$ cat src/rtl/jpeg_enc_pkg.sv
// Shared constants, read-FSM state type and raster-index helper for the JPEG encoder
// block ingest path.
package jpeg_enc_pkg;

  localparam int unsigned PixWDefault = 10;
  localparam int unsigned BlkDim      = 8;
  localparam int unsigned BlkPix      = 64;

  typedef enum logic {
    StIdle,
    StSend
  } rd_state_e;

  typedef struct packed {
    logic [2:0] row;
    logic [2:0] col;
  } raster_pos_t;

  function automatic raster_pos_t raster_split(input logic [5:0] idx);
    raster_pos_t pos;
    pos.row = idx[5:3];
    pos.col = idx[2:0];
    return pos;
  endfunction

endpackage

$ cat src/rtl/jpeg_block_bank.sv
// One 8x8 sample bank for all channels plus the luma-only mode bit latched at pixel 0.
// Writes a whole pixel (every channel) at once; reads one row of one channel.
module jpeg_block_bank
  import jpeg_enc_pkg::*;
#(
  parameter int unsigned PIX_W  = PixWDefault,
  parameter int unsigned NUM_CH = 3,
  parameter int unsigned CH_W   = 2
) (
  input  logic                    clk_i,
  input  logic                    wr_en_i,
  input  logic [5:0]              wr_idx_i,
  input  logic [NUM_CH*PIX_W-1:0] wr_data_i,
  input  logic                    wr_mode_i,
  input  logic [CH_W-1:0]         rd_ch_i,
  input  logic [2:0]              rd_row_i,
  output logic [8*PIX_W-1:0]      rd_data_o,
  output logic                    rd_mode_o
);

  logic [NUM_CH*PIX_W-1:0] mem_q [BlkDim][BlkDim];
  logic                    mode_q;
  raster_pos_t             wr_pos;

  assign wr_pos    = raster_split(wr_idx_i);
  assign rd_mode_o = mode_q;

  // Sample storage is deliberately not reset.
  always_ff @(posedge clk_i) begin
    if (wr_en_i) begin
      mem_q[wr_pos.row][wr_pos.col] <= wr_data_i;
      if (wr_idx_i == '0) begin
        mode_q <= wr_mode_i;
      end
    end
  end

  // Constant-index channel mux keeps every part-select in range.
  always_comb begin
    rd_data_o = '0;
    for (int k = 0; k < BlkDim; k++) begin
      for (int c = 0; c < NUM_CH; c++) begin
        if (rd_ch_i == CH_W'(c)) begin
          rd_data_o[k*PIX_W +: PIX_W] = mem_q[rd_row_i][k[2:0]][c*PIX_W +: PIX_W];
        end
      end
    end
  end

endmodule

$ cat src/rtl/jpeg_block_ingest.sv
// Raster pixel stream to 8x8 block rows, double-buffered, channel-major output with
// valid/ready flow control on both sides and an optional luma-only mode per block.
module jpeg_block_ingest
  import jpeg_enc_pkg::*;
#(
  parameter int unsigned PIX_W  = PixWDefault,
  parameter int unsigned NUM_CH = 3,
  parameter int unsigned CH_W   = 2
) (
  input  logic                    clock,
  input  logic                    reset_n,
  input  logic                    luma_only,
  input  logic                    pix_valid,
  output logic                    pix_ready,
  input  logic [NUM_CH*PIX_W-1:0] pix_data,
  output logic                    blk_valid,
  input  logic                    blk_ready,
  output logic [CH_W-1:0]         blk_ch,
  output logic [2:0]              blk_row,
  output logic [8*PIX_W-1:0]      blk_data,
  output logic                    blk_last,
  output logic [15:0]             blk_count
);

  rd_state_e       state_q, state_d;
  logic [1:0]      full_q, full_d;
  logic            wr_bank_q, wr_bank_d;
  logic [5:0]      wr_idx_q, wr_idx_d;
  logic            rd_bank_q, rd_bank_d;
  logic [CH_W-1:0] rd_ch_q, rd_ch_d;
  logic [2:0]      rd_row_q, rd_row_d;
  logic [15:0]     blk_count_q, blk_count_d;

  logic               accept;
  logic               row_last;
  logic [CH_W-1:0]    last_ch;
  logic [1:0]         bank_we;
  logic [1:0]         bank_mode;
  logic [8*PIX_W-1:0] bank_rdata [2];

  for (genvar b = 0; b < 2; b++) begin : g_bank
    jpeg_block_bank #(
      .PIX_W  (PIX_W),
      .NUM_CH (NUM_CH),
      .CH_W   (CH_W)
    ) u_bank (
      .clk_i     (clock),
      .wr_en_i   (bank_we[b]),
      .wr_idx_i  (wr_idx_q),
      .wr_data_i (pix_data),
      .wr_mode_i (luma_only),
      .rd_ch_i   (rd_ch_q),
      .rd_row_i  (rd_row_q),
      .rd_data_o (bank_rdata[b]),
      .rd_mode_o (bank_mode[b])
    );
  end

  // pix_ready depends only on registered flags, never on blk_ready.
  assign pix_ready = !full_q[wr_bank_q];
  assign accept    = pix_valid && pix_ready;
  assign last_ch   = bank_mode[rd_bank_q] ? '0 : CH_W'(NUM_CH - 1);
  assign row_last  = (state_q == StSend) && (rd_row_q == 3'd7) && (rd_ch_q == last_ch);

  assign blk_valid = (state_q == StSend);
  assign blk_ch    = rd_ch_q;
  assign blk_row   = rd_row_q;
  assign blk_last  = row_last;
  assign blk_data  = bank_rdata[rd_bank_q];
  assign blk_count = blk_count_q;

  always_comb begin
    bank_we            = '0;
    bank_we[wr_bank_q] = accept;
  end

  always_comb begin
    state_d     = state_q;
    full_d      = full_q;
    wr_bank_d   = wr_bank_q;
    wr_idx_d    = wr_idx_q;
    rd_bank_d   = rd_bank_q;
    rd_ch_d     = rd_ch_q;
    rd_row_d    = rd_row_q;
    blk_count_d = blk_count_q;

    if (accept) begin
      if (wr_idx_q == 6'(BlkPix - 1)) begin
        full_d[wr_bank_q] = 1'b1;
        wr_bank_d         = ~wr_bank_q;
        wr_idx_d          = '0;
      end else begin
        wr_idx_d = wr_idx_q + 6'd1;
      end
    end

    // Write and read always target different banks, so set and clear never collide.
    case (state_q)
      StIdle: begin
        if (full_q[rd_bank_q]) begin
          state_d  = StSend;
          rd_ch_d  = '0;
          rd_row_d = '0;
        end
      end
      StSend: begin
        if (blk_ready) begin
          if (row_last) begin
            full_d[rd_bank_q] = 1'b0;
            rd_bank_d         = ~rd_bank_q;
            blk_count_d       = blk_count_q + 16'd1;
            state_d           = StIdle;
            rd_ch_d           = '0;
            rd_row_d          = '0;
          end else if (rd_row_q == 3'd7) begin
            rd_row_d = '0;
            rd_ch_d  = rd_ch_q + CH_W'(1);
          end else begin
            rd_row_d = rd_row_q + 3'd1;
          end
        end
      end
      default: state_d = StIdle;
    endcase
  end

  always_ff @(posedge clock) begin
    if (!reset_n) begin
      state_q     <= StIdle;
      full_q      <= '0;
      wr_bank_q   <= 1'b0;
      wr_idx_q    <= '0;
      rd_bank_q   <= 1'b0;
      rd_ch_q     <= '0;
      rd_row_q    <= '0;
      blk_count_q <= '0;
    end else begin
      state_q     <= state_d;
      full_q      <= full_d;
      wr_bank_q   <= wr_bank_d;
      wr_idx_q    <= wr_idx_d;
      rd_bank_q   <= rd_bank_d;
      rd_ch_q     <= rd_ch_d;
      rd_row_q    <= rd_row_d;
      blk_count_q <= blk_count_d;
    end
  end

endmodule

$ cat config.mk
export PLATFORM = sky130hd
export DESIGN_NAME = jpeg_block_ingest
export DESIGN_NICKNAME = d
export VERILOG_FILES = /design/src/rtl/jpeg_enc_pkg.sv /design/src/rtl/jpeg_block_bank.sv /design/src/rtl/jpeg_block_ingest.sv
export SDC_FILE = /design/constraint.sdc
export NUM_CORES = 2
export LEC_CHECK = 0
export CELL_PAD_IN_SITES_DETAIL_PLACEMENT = 1
export CELL_PAD_IN_SITES_GLOBAL_PLACEMENT = 2
export CORE_MARGIN = 3
export CORE_UTILIZATION = 40
export DETAILED_ROUTE_END_ITERATION = 8
export PLACE_DENSITY = 0.76
export SLEW_MARGIN = 10
export SYNTH_ARGS = -nofsm -noshare
export SYNTH_HDL_FRONTEND = slang
export SYNTH_SLANG_ARGS = --single-unit
$ cat constraint.sdc
create_clock -name clock -period 5.1 [get_ports clock]
set_clock_uncertainty 0.1 [all_clocks]
set_input_delay 0.765 -clock clock [delete_from_list [all_inputs] [get_ports clock]]
set_output_delay 0.765 -clock clock [all_outputs]
set_load 0.01 [all_outputs]
# ---- Word-level counts from Yosys, hierarchy flattened
# Memory sizes are Yosys's and may differ from the RTL's. A register that Yosys moved wholly into a read port is not among the register bits.
# Index checks and enable logic that the tools add are counted.
dict set report classes {
  reduce_logical 15
  n_mux 92
  magnitude_cmp 7
  addsub 4
  eq_ne 8
  bitwise 9
}
# cell count
set ops {}
lappend ops {{10-bit 2-to-1 mux} 48}
lappend ops {{240-bit 2-to-1 mux} 2}
lappend ops {{80-bit 2-to-1 mux} 3}
lappend ops {{30-bit demux with 3-bit select} 1}
lappend ops {{30-bit 2-to-1 mux} 1}
lappend ops {{3-bit 2-to-1 mux} 8}
lappend ops {{2-bit 2-to-1 mux} 10}
lappend ops {{16-bit by 1-bit adder with 16-bit output (second input constant)} 1}
lappend ops {{1-bit 2-to-1 mux} 13}
lappend ops {{2-bit AND reduction} 4}
lappend ops {{6-bit by 1-bit adder with 6-bit output (second input constant)} 1}
lappend ops {{6-bit == test (second input constant)} 1}
lappend ops {{1-bit logical AND} 6}
lappend ops {{6-bit zero test} 1}
lappend ops {{6-bit 2-to-1 mux} 1}
lappend ops {{3-bit case mux with 2 select lines} 1}
lappend ops {{3-bit AND reduction} 2}
lappend ops {{2-bit AND} 2}
lappend ops {{4-bit >= comparator (second input constant)} 1}
lappend ops {{1-bit by 2-bit less-than comparator with 1-bit output (second input constant)} 2}
lappend ops {{4-bit by 1-bit less-than comparator with 1-bit output (second input constant)} 1}
lappend ops {{2-bit inequality test (second input constant)} 2}
lappend ops {{3-bit inverter with 4-bit output} 1}
lappend ops {{2-bit case mux with 2 select lines} 1}
lappend ops {{17 further kinds} 21}
dict set report totals {
  n_memories 2
  ram_bits 3840
  input_bits 35
  wordCells 147
  register_bits 34
}
# memory depth width rd rd_ports_with_merged_regs wr line_no
set mem_list {}
lappend mem_list {{g_bank[0].u_bank.mem_q} 8 240 1 1 1 jpeg_block_bank.sv:21} ;# logic [NUM_CH*PIX_W-1:0] mem_q [BlkDim][BlkDim];
lappend mem_list {{g_bank[1].u_bank.mem_q} 8 240 1 1 1 jpeg_block_bank.sv:21}

# ---- Depth between registers and ports, before layout
dict set report logic_depth {
  depth_word 11
  depth_mapped 10
}

# ---- By module
# From an unflattened synthesis, not the netlist that was laid out.
dict set report hier_totals {
  cells_unflattened 7169
  hier_area_um2 149313.2
}
# module cells_per_inst n_inst area_each_um2 seq_area_each_um2
set modules_own_cells {}
lappend modules_own_cells {{jpeg_block_bank (g_bank[0].u_bank)} 3435 1 73399.1 57685.3}
lappend modules_own_cells {{jpeg_block_bank (g_bank[1].u_bank)} 3458 1 73379.1 57685.3}
lappend modules_own_cells {jpeg_block_ingest 276 1 2534.9 640.6}

# ---- Worst setup path before layout
# Ideal clock, no wire load.
dict set report synth_path {
  kind {input to register}
  start {in pix_valid}
  end {mem g_bank[0].u_bank.mem_q[0][0] (netlist bit), enable pin}
  n_path_buf 0
  t_arrival_ns 2.879
  setup_time_ns 0.417
  slack_ns 1.704
  stages 3
  cell_sequence {nor4bb_1 nand3_1 nor2_1}
}
dict set report synth_via {
  elab_chain_len 4
}
# element line_no
set synth_rtl {}
lappend synth_rtl {{from (decl)} jpeg_block_ingest.sv:13} ;# input logic pix_valid,
lappend synth_rtl {{1-bit logical AND} jpeg_block_ingest.sv:61} ;# assign accept = pix_valid && pix_ready;
lappend synth_rtl {{2-bit AND (no line)} --}
lappend synth_rtl {{1-bit 2-to-1 mux} jpeg_block_bank.sv:30} ;# if (wr_en_i) begin
lappend synth_rtl {{240-bit 2-to-1 mux (implied by the code)} jpeg_block_bank.sv:31} ;# mem_q[wr_pos.row][wr_pos.col] <= wr_data_i;
lappend synth_rtl {{to (decl)} jpeg_block_bank.sv:21}
# Every way passes these cells.

==> results.yml <==
critical_path:
  reg2reg_depth: 3
  worstSetupPathType: "reg2out"
  start_kind: "register"
  cp.required_ns: 4.24
  rrSetupSlack_ns: 1.71
  r2r_end: "g_bank[1].u_bank.mem_q[7][18]"
  path_max_fanout: 31
  rr_startpoint: "wr_idx_q[3]"
  crit_path_end_kind: "primary output"
  cp_data_arrival_time_ns: 4.12
route:
  wire_per_inst_um: 33.3
  drc: 0
  drt_iter0_drc: 9554
  dr.pass1.iters: 5
  routed_wl_mm: 419
  vias_per_cell: 5.94
  vias: 74800
  ant_nets: 0
synthesis:
  netlist.area_leader.share_pct: 77.4
  yosys_register_bits: 3877
  synth_mux_area_share_pct: 16.6
  synth-compound-area-share_pct: 2.22
  syn_avg_cell_area_um2: 22.2
  yosys_most_used_dff: "edfxtp_1"
  synth_top_family_by_area: "multiplexers"
  ys_seq_area_share_pct: 77.8
  synthArstFlopShare_pct: 0
  syn-cell-area_um2: 149000
  synthXorXnorAreaFrac_pct: 0.0705
  yosysTopAreaCell: "edfxtp_1"
  synth_edf_count: 3842
  synth_area_leaders: "edfxtp_1, mux4_2, mux2i_1, mux2_2, a311oi_1"
  syn-num-nets: 6768
  yosysWarnings: 0
  syn_inst: 6725
  synth_cell_types: 44
  yosys.area_share.simple_pct: 1.83
  synth_fa_ha_area_share_pct: 0.0671
sta:
  whs_ns: 0.169
  timing.fmax_ghz: 0.201
  drv_slew: 0
  period_needed_ns: 4.98
  fin_crit_sh_pct: 97.7
  worst_slew_pin_slew_ns: 1.21
  hold_viol: 0
  relSlewSlack_pct: 19.2
  rsz0062_at_grt: "yes"
  setup_viol: 0
  fin_ws_ns: 0.115
placement:
  place_ws_ns: 0.385
  routabilityCongestion: 0.768
  place_hpwl_mm: 229
  port_buffers: 138
die:
  core-area_um2: 370000
  die_h_um: 617
  rows: 223
  die-area_um2: 380000
  dieWidth_um: 617
  start_util_pct: 40.3
  io_pins: 139
power_and_ir_drop:
  power_density_nw_per_um2: 372
  finalPower_uw: 64500
  vdd_drop_max_mv: 0.250
  p_leak_uw: 0.0514
layout:
  final_common_cell: "edfxtp_1"
  fillers: 33400
  drive_gt1_share_pct: 29.9
  final_cell_mix: "edfxtp_1, mux4_2, buf_4"
  post-route-util_pct: 46.9
  area_growth_pct: 16.3
  nets: 7380
worst_hold_path:
  min_to: "g_bank[1].u_bank.mem_q[0][70]"
  hold_depth: 1
  hp-class: "in2reg"
  min-delay-start: "pix_data[10]"
status:
  status: "complete, no violations"
clocking:
  clkTransAtPathRegs_ns: 0.06
  cts_tree: "yes"
  h-tree-depth: 5
  cts.sinks: 3877
  cts_made_buffers: 390
  cts_max_path_buffers: 4
  cts_root_buffer: "clkbuf_16"
  clkLatencyLatePin_ns: 0.94
grt:
  grt_pass1_vias: 78700
  grt_max_degree: 129
  gr-total-overflow: 0
  antenna_found_initial: 30
  grt_pass1_wl_mm: 599
  track_usage_pct: 21.8
flow_run:
  cap_violations: 0
==> worst max-delay path, stage by stage (launching register included) <==
cell and delay (ns):
dfxtp_4 0.36, buf_4 0.18, buf_12 0.21, buf_16 0.27
buf_16 0.25, mux4_2 0.54, mux4_2 0.47, nor2b_1 0.17
a311oi_2 0.11, clkdlybuf4s50_1 0.56
==> worst max path at each step <==
| stage | start | to | cells after the start |
|---|---|---|---|
| 2_1_floorplan | pix_valid | g_bank[0].u_bank.mem_q[0][0] | 3 |
| 3_3_place_gp | register | blk_data[67] | 9 |
| 3_5_place_dp | register | blk_data[41] | 10 |
| 4_1_cts | register | blk_data[48] | 11 |
| 5_1_grt | register | blk_data[69] | 9 |
| 6_report | register | blk_data[69] | 9 |
==> registers in the layout, summed over array words and instances (netlist names), named ones only <==
register and cells:
g_bank.u_bank.rd_mode_o 2, full_q 2, wr_idx_q 6, g_bank.u_bank.mem_q 3840
blk_count 16, blk_valid 1, blk_row 3, blk_ch 2
rd_bank_q 1, wr_bank_q 1
==> metrics by stage <==
step           setup TNS [ns]  cells  cell area (µm²)
2_1_floorplan               0   6725           149000
3_3_place_gp                0  11900           160000
3_5_place_dp                0  11900           160000
4_1_cts               -0.0238  12600           173000
5_1_grt               -0.0590  12600           173000
6_report                    0  12600           173000
==> timing repair <==
action,in CTS,in global routing
gates cloned,3,3
pin swaps,5,2
hold buffers,0,0
endpoints found under the setup margin,78,34
buffers inserted,30,7
resized for setup,50,40
==> logic make-up after synthesis <==
logic type | count (synthesis)
AOI/OAI and AO/OA | 450
adders and majority gates | 8
xor gates and xnor gates | 12
and+or+nand+nor | 605
DFF | 3877
buffers and inverters | 403
muxes | 1370
==> area by class of cell <==
cell class / instances / area [µm²] / area share, %
flip-flops and latches: 3877 / 116000 / 67.0
multi-input cells: 2448 / 32500 / 18.7
clock buffers: 473 / 10200 / 5.86
well taps: 4950 / 6190 / 3.57
repair buffers: 605 / 6030 / 3.48
clock inverters: 223 / 2340 / 1.35
inverters: 15 / 56.3 / 0.0325
diodes: 10 / 25.0 / 0.0144
==> power by group <==
part	internal [µW]	switching [µW]	leakage, µW	total (µW)
Clock	16300	12100	0.00610	28500
Combinational	154	787	0.0105	941
Sequential	35100	15.1	0.0348	35100
Total	51500	12900	0.0514	64500
==> cells in the mapped netlist (2+ instances only) <==
cell	number
mux4_2	868
o221a_2	2
a311oi_1	148
mux2i_1	341
inv_1	14
or3b_2	2
edfxtp_1	3842
a21oi_1	137
buf_1	28
nor2_1	271
or2_2	2
nor2b_1	87
nand4_1	11
a221oi_1	18
xor2_1	5
buf_4	54
mux2_2	161
a211oi_1	6
buf_2	136
buf_6	18
a22oi_1	47
nand3b_1	3
a31oi_1	7
and2_1	4
nand3_1	14
dfxtp_1	35
xnor2_1	7
ha_1	8
or3_1	9
clkbuf_1	152
nand2b_1	37
nand2_1	153
and3_1	3
o31ai_1	3
o221ai_1	74
or4_1	3
o21ai_0	8
==> per-layer routing <==
layer  global-route usage (%)  part of all wire (%)  routed length, µm  vias to the layer above
li1                         -                     -                  -                    29600
met1                     30.2                    40             167000                    40900
met2                     36.3                    49             207000                     3639
met3                     3.34                   8.2              34200                      619
met4                     5.25                   2.5              10600                        4
met5                        0                0.0050                 21                        -
(Power assumes the default switching activity.)
